<file path="config.mk">
export PLATFORM = sky130hd
export DESIGN_NAME = if_stage
export DESIGN_NICKNAME = d
export VERILOG_FILES = /design/src/rtl/cpu_pkg.sv /design/src/rtl/if_skid_buf.sv /design/src/rtl/if_stage.sv
export SDC_FILE = /design/constraint.sdc
export NUM_CORES = 1
export LEC_CHECK = 0
export BUFFER_PORTS_ARGS = -buffer_cell sky130_fd_sc_hd__buf_2
export CAP_MARGIN = 10
export CORE_ASPECT_RATIO = 1.4
export CORE_UTILIZATION = 30
export DETAILED_ROUTE_END_ITERATION = 8
export RECOVER_POWER = 50
export SKIP_LAST_GASP = 1
export SYNTH_ARGS = -nofsm -noshare
export SYNTH_HDL_FRONTEND = slang
export SYNTH_SLANG_ARGS = --single-unit
</file>
<file path="constraint.sdc">
create_clock -name clk -period 19 [get_ports clk]
set_clock_uncertainty 0.2 [all_clocks]
set_input_delay 1.9 -clock clk [delete_from_list [all_inputs] [get_ports clk]]
set_output_delay 1.9 -clock clk [all_outputs]
set_load 0.005 [all_outputs]
</file>
<file path="src/rtl/cpu_pkg.sv">
// Shared CPU front-end definitions: widths, reset defaults, fetch FSM encoding
// and the {instr, pc} payload carried between fetch and decode.
package cpu_pkg;

    localparam int unsigned XLEN = 32;
    localparam int unsigned ILEN = 32;

    localparam logic [ILEN-1:0] NOP_INSTR        = 32'h0000_0013;
    localparam logic [XLEN-1:0] RESET_PC_DEFAULT = 32'h0000_0000;

    typedef enum logic [1:0] {
        FETCH = 2'd0,
        WAIT  = 2'd1,
        HOLD  = 2'd2,
        DRAIN = 2'd3
    } fetch_state_e;

    typedef struct packed {
        logic [ILEN-1:0] instr;
        logic [XLEN-1:0] pc;
    } fetch_entry_t;

endpackage

</file>
<file path="src/rtl/if_skid_buf.sv">
// One-entry {instr, pc} skid buffer; absorbs a response that arrives while
// decode is stalled on a full output register.
module if_skid_buf
    import cpu_pkg::*;
(
    input  logic         clk,
    input  logic         rst,
    input  logic         load,
    input  logic         unload,
    input  logic         clear,
    input  fetch_entry_t data_in,
    output fetch_entry_t data_out,
    output logic         valid
);

    always_ff @(posedge clk or posedge rst) begin
        if (rst) begin
            valid    <= 1'b0;
            data_out <= '0;
        end else begin
            if (clear || unload) begin
                valid <= 1'b0;
            end else if (load) begin
                valid <= 1'b1;
            end
            if (load && !clear) begin
                data_out <= data_in;
            end
        end
    end

endmodule

</file>
<file path="src/rtl/if_stage.sv">
// Instruction-fetch stage: owns the PC, issues single-outstanding fetches and
// presents {instruction, pc} to decode through a registered output + skid.
module if_stage #(
    parameter int unsigned      XLEN     = cpu_pkg::XLEN,
    parameter logic [XLEN-1:0]  RESET_PC = cpu_pkg::RESET_PC_DEFAULT
) (
    input  logic            clk,
    input  logic            rst,
    output logic            imem_req,
    output logic [XLEN-1:0] imem_addr,
    input  logic            imem_gnt,
    input  logic            imem_rvalid,
    input  logic [31:0]     imem_rdata,
    input  logic            stall,
    input  logic            redirect_valid,
    input  logic [XLEN-1:0] redirect_pc,
    output logic [31:0]     instruction,
    output logic [XLEN-1:0] pc_out,
    output logic [XLEN-1:0] pc_plus4,
    output logic            instr_valid
);

    import cpu_pkg::*;

    fetch_state_e    state, state_d;
    logic [XLEN-1:0] pc, pc_d;
    logic [XLEN-1:0] pc_req, pc_req_d;
    logic [31:0]     instr_d;
    logic [XLEN-1:0] pc_out_d;
    logic            valid_d;

    logic            skid_load, skid_unload, skid_clear, skid_valid;
    fetch_entry_t    skid_in, skid_out;

    assign imem_req  = (state == FETCH) && !rst;
    assign imem_addr = pc & ~XLEN'(3);
    assign pc_plus4  = pc_out + XLEN'(4);
    assign skid_in   = '{instr: imem_rdata, pc: pc_req};

    if_skid_buf u_skid (
        .clk      (clk),
        .rst      (rst),
        .load     (skid_load),
        .unload   (skid_unload),
        .clear    (skid_clear),
        .data_in  (skid_in),
        .data_out (skid_out),
        .valid    (skid_valid)
    );

    always_ff @(posedge clk or posedge rst) begin
        if (rst) begin
            state       <= FETCH;
            pc          <= RESET_PC;
            pc_req      <= '0;
            instruction <= NOP_INSTR;
            pc_out      <= '0;
            instr_valid <= 1'b0;
        end else begin
            state       <= state_d;
            pc          <= pc_d;
            pc_req      <= pc_req_d;
            instruction <= instr_d;
            pc_out      <= pc_out_d;
            instr_valid <= valid_d;
        end
    end

    // Next state, PC and output register; a held output stays valid, otherwise it bubbles.
    always_comb begin
        state_d     = state;
        pc_d        = pc;
        pc_req_d    = pc_req;
        instr_d     = instruction;
        pc_out_d    = pc_out;
        valid_d     = instr_valid && stall;
        skid_load   = 1'b0;
        skid_unload = 1'b0;
        skid_clear  = 1'b0;

        case (state)
            FETCH: begin
                if (imem_gnt) begin
                    pc_req_d = pc;
                    state_d  = WAIT;
                end
            end
            WAIT: begin
                if (imem_rvalid) begin
                    pc_d = pc_req + XLEN'(4);
                    if (!instr_valid || !stall) begin
                        instr_d  = imem_rdata;
                        pc_out_d = pc_req;
                        valid_d  = 1'b1;
                        state_d  = FETCH;
                    end else begin
                        skid_load = 1'b1;
                        state_d   = HOLD;
                    end
                end
            end
            HOLD: begin
                if (!stall && skid_valid) begin
                    instr_d     = skid_out.instr;
                    pc_out_d    = skid_out.pc;
                    valid_d     = 1'b1;
                    skid_unload = 1'b1;
                    state_d     = FETCH;
                end
            end
            DRAIN: begin
                if (imem_rvalid) begin
                    state_d = FETCH;
                end
            end
            default: state_d = FETCH;
        endcase

        // Redirect flushes everything, even under stall; an in-flight fetch must be drained.
        if (redirect_valid) begin
            pc_d        = redirect_pc & ~XLEN'(3);
            instr_d     = instruction;
            pc_out_d    = pc_out;
            valid_d     = 1'b0;
            skid_load   = 1'b0;
            skid_unload = 1'b0;
            skid_clear  = 1'b1;
            case (state)
                FETCH:   state_d = imem_gnt ? DRAIN : FETCH;
                WAIT:    state_d = imem_rvalid ? FETCH : DRAIN;
                HOLD:    state_d = FETCH;
                default: ;
            endcase
        end
    end

endmodule

</file>
Yosys cells after proc, flatten, opt, wreduce, memory -nomap -nowiden
Index checks and enable logic that the tools add are counted.
{"block": "op_classes", "addsub": 2, "n_eq_ne": 6, "muxes": 36, "bitwise_logic": 1, "reduce_logical": 18}
{"op": "two-way mux 32 bit", "n": 9}
{"op": "one-hot mux 32 bit (2 select lines)", "n": 2}
{"op": "adder 32 x 3 -> 32 bit (second input constant)", "n": 2}
{"op": "two-way mux 2 bit", "n": 8}
{"op": "two-way mux 1 bit", "n": 14}
{"op": "one-hot mux 2 bit (4 select lines)", "n": 1}
{"op": "nonzero test 2 bit", "n": 4}
{"op": "inequality test 2 bit (second input constant)", "n": 3}
{"op": "one-hot mux 2 bit (3 select lines)", "n": 1}
{"op": "AND reduction 5 bit", "n": 1}
{"op": "equality test 2 bit (second input constant)", "n": 2}
{"op": "logical AND 1 bit", "n": 4}
{"op": "logical NOT 1 bit", "n": 4}
{"op": "AND reduction 2 bit", "n": 2}
{"op": "equality test 2 x 1 -> 1 bit (second input constant)", "n": 1}
{"op": "logical NOT 2 bit", "n": 1}
{"op": "logical OR 1 bit", "n": 2}
{"op": "one-hot mux 1 bit (2 select lines)", "n": 1}
{"op": "inverter 1 bit", "n": 1}
{"block": "totals", "ff_bits": 196, "inputBits": 70, "out_inout_bits": 130, "word_cells": 72}

Longest topological paths before layout
{"block": "depth", "depth_word": 8, "ltp_mapped": 9, "depth_no_buf": 7}

Modules after synthesis
Synthesis repeated with hierarchy kept, for this count alone.
{"block": "hier_totals", "hier_cells": 881, "hier_area_um2": 9910.8}
{"module": "if_stage", "n_inst": 1, "cells_per_inst": 741, "area_per_inst_um2": 7171.9, "seq_area_each_um2": 3281.9}
{"module": "if_skid_buf", "n_inst": 1, "cells_per_inst": 140, "area_per_inst_um2": 2738.9, "seq_area_each_um2": 1626.6}

Least setup slack after synthesis
Ideal clock, no wire load.
{"block": "synth_path", "path_kind": "input to output", "start": "input rst", "end": "output imem_req", "t_arrival_ns": 2.015, "t_required_ns": 16.900, "path_slack_ns": 14.885, "path_stages": 1, "path_buffers": 0, "path_cell_list": "nor2b_1"}
{"block": "synth_via", "elab_chain_cells": 2}
{"element": "from (decl)", "line": "if_stage.sv:8", "text": "input logic rst,"}
{"element": "logical NOT 1 bit (no source line)"}
{"element": "logical AND 1 bit", "line": "if_stage.sv:35", "text": "assign imem_req = (state == FETCH) && !rst;"}
{"element": "to (decl)", "line": "if_stage.sv:9", "text": "output logic imem_req,"}
No other way between the ends.

==> impl_metrics.yaml <==
logic_synthesis:
  synthCells: 888
  ys_ff_latch: 196
  synth.distinct_cells: 51
  yosysSeqAreaShare_pct: 50.8
  synth_flop_cell: "dfrtp_1"
  synthArstFlopShare_pct: 100
  netlist.area_leader.share_pct: 50.0
  avgSynthCellArea_sq_um: 10.9
  syn_area_sq_mm: 0.00967
  yosysTopAreaCell: "dfrtp_1"
  synthTopCellsByArea: "dfrtp_1 (50%), mux2_1 (7.5%), mux2i_1 (7.1%)"
  synth_edf_count: 0
  synth_warnings: 0
detailed_routing:
  dr.pass1.iters: 4
  finalWirelength_um: 23400
  num_vias: 6805
  post-route-drc-count: 0
  viasPerCell: 4.77
  wl_per_cell_um: 16.4
  drt_iter0_markers: 286
  drtAntennaViolNets: 0
hold_path:
  min_from: "u_skid.data_out[33]"
  worstHoldPathCells: 1
  hold_class: "flop to flop"
placement:
  gp_congestion: 0.774
  hpwl_um: 16600
  port_buffers: 195
  placement.cell_area_sq_mm: 0.0107
cts:
  numCtsBuffers: 17
  cts_tree: "yes"
  cts_resized: 0
  clock_sinks: 196
  cts-hold-fix-buffers: 0
  clockBufferDepth: 2
  clkSlewWorstSetupHoldPaths_ps: 70
  cts_max_level: 4
  clk_latency_ps: 440
  postCtsSetupBuffers: 0
  clock-root-buffer: "clkbuf_16"
floorplan:
  chipHeight_um: 214
  core_sq_mm: 0.0316
  dieArea_sq_mm: 0.0330
  core.rowCount: 77
  die_x_um: 154
  start_util_pct: 30.6
  io_pins: 200
critical_path:
  arrival_ps: 6140
  critPathKind: "input pin to asynchronous set/reset pin"
  endpoint_kind: "asynchronous set/reset pin"
  setup.worst_path.start: "rst"
  reg2reg_to: "instruction[1]"
  worst_r2r_path_depth: 8
  critPathLaunchType: "input pin"
  crit_required_ps: 19230
  worstPathMaxFanout: 117
  r2r-start: "state[1]"
  worst-r2r-setup-slack_ps: 15350
  crit_path_end: "u_skid.data_out[30]"
sta:
  setup_tns_ps: 0
  setup_viol_count_final: 0
  finalHoldViolCount: 0
  rsz0062_at_grt: "false"
  layout_min_cycle_time_ps: 5910
  fin_hold_ws_ps: 285
  finalMaxSlewViolations: 220
  max_freq_ghz: 0.169
  max-slew-margin-rel_pct: -253
  max_slew.worst_pin.slew_ps: 5260
  fin_crit_sh_pct: 31.1
grt:
  met3_usage_pct: 3.13
  grt_pass1_wl_um: 37500
  grt_max_degree: 118
  grtUsageMet2_pct: 24.9
  grt_pass1_vias: 6847
  antenna_found_initial: 0
  grt_usage_pct: 14.7
  use_met1_pct: 18.3
  grt_busiest_layer: "met2"
  gr-total-overflow: 0
final_layout:
  drive_above_1_share_pct: 24.2
  syn_to_final_growth_pct: 16.1
  diodes: 0
  final_nets: 1098
  fin_area_sq_mm: 0.0112
flow_run:
  max_cap_violations: 3
run_status:
  status: "finished, violations left"
  violations: "max-capacitance violations, max-slew violations"
power:
  vdd_drop_max_mv: 0.0664
  power_density_mw_per_mm2: 158
  leakage_nw: 5.09
-- area by class of cell --
type	instances	area [sq um]
clock inverters	13	128
inverters	8	31.3
multi-input cells	594	4230
well taps	395	494
fillers	3211	20400
repair buffers	204	997
clock buffers	18	439
flip-flops and latches	196	4910
-- critical path, stage by stage --
cell and delay [ps]:
clkbuf_1 90, clkinvlp_2 2920, buf_4 1140
-- stage by stage --
step	util, %	power [mW]	cells	setup slack (ps)
2_1_floorplan	-	1.20	889	11560
3_3_place_gp	33.9	1.43	1397	14420
3_5_place_dp	33.9	1.45	1397	14430
4_1_cts	35.7	1.81	1428	13920
5_1_grt	35.5	1.91	1428	12110
6_report	35.5	1.78	1428	13090
-- cells in the final DEF, fill, tap and decap left out, types with 8 or more instances in the layout --
cell	count
a21oi_1	80
buf_2	164
clkbuf_1	32
clkbuf_16	17
dfrtp_1	193
mux2_1	64
mux2_2	32
mux2i_1	69
nand2_1	66
nand3_1	21
nand4_1	21
nor2_1	87
nor3b_1	8
o21ai_0	15
o221ai_1	10
xnor2_1	27
xor2_1	24
-- logic make-up after synthesis --
kind of cell	after synthesis	share of synthesized area, %
other cells	1	0.0388
xor+xnor	51	4.62
flops	196	50.8
fa+ha+maj	7	0.906
simple gates	247	12.5
buf+inv	99	5.66
compound gates	122	7.13
mux	165	18.3
-- synthesized netlist by cell type (2+ instances only) --
| library cell | instances |
|---|---|
| nor3_1 | 5 |
| mux2_1 | 64 |
| o21ai_0 | 14 |
| nand3_1 | 21 |
| xor2_1 | 24 |
| o31ai_1 | 5 |
| buf_4 | 41 |
| and3_1 | 7 |
| nor2_2 | 3 |
| a21oi_1 | 80 |
| o221ai_1 | 10 |
| nand2_1 | 66 |
| buf_2 | 17 |
| o21ai_1 | 2 |
| ha_1 | 7 |
| mux2i_1 | 69 |
| xnor2_1 | 27 |
| mux2_2 | 32 |
| nand4_1 | 21 |
| dfrtp_1 | 193 |
| and2_1 | 4 |
| nor3b_1 | 8 |
| nand2b_1 | 5 |
| buf_1 | 7 |
| nor2b_1 | 4 |
| clkbuf_1 | 26 |
| inv_1 | 8 |
| dfstp_2 | 3 |
| a31oi_1 | 3 |
| and4_1 | 5 |
| nor2_1 | 87 |
-- worst min-delay path by stage --
stage | end | slack (ps)
finish | u_skid.data_out[33] | 290
global route | u_skid.data_out[1] | 300
CTS | u_skid.data_out[39] | 290
detailed placement | u_skid.data_out[7] | 270
global placement | u_skid.data_out[16] | 270
floorplan | u_skid.data_out[0] | 260
-- per-layer routing --
metal / vias up / share of wire, %
li1: 3324 / -
met1: 3339 / 45
met2: 124 / 50
met3: 18 / 3.1
met4: 0 / 2.1
met5: - / 0
-- where the power goes --
| group | switching [mW] | leakage, nW | internal (mW) | total (mW) |
|---|---|---|---|---|
| clock | 0.165 | 0.275 | 0.186 | 0.350 |
| combinational | 0.326 | 2.37 | 0.318 | 0.644 |
| sequential | 0.185 | 2.44 | 0.596 | 0.782 |
| total | 0.677 | 5.09 | 1.10 | 1.78 |
-- registers in the layout, indices dropped and copies added (netlist names) --
register,flops
u_skid.data_out,64
instruction,32
pc,32
pc_out,32
pc_req,32
state,2
instr_valid,1
u_skid.valid,1
No activity file was read; power rests on OpenSTA's default activity.
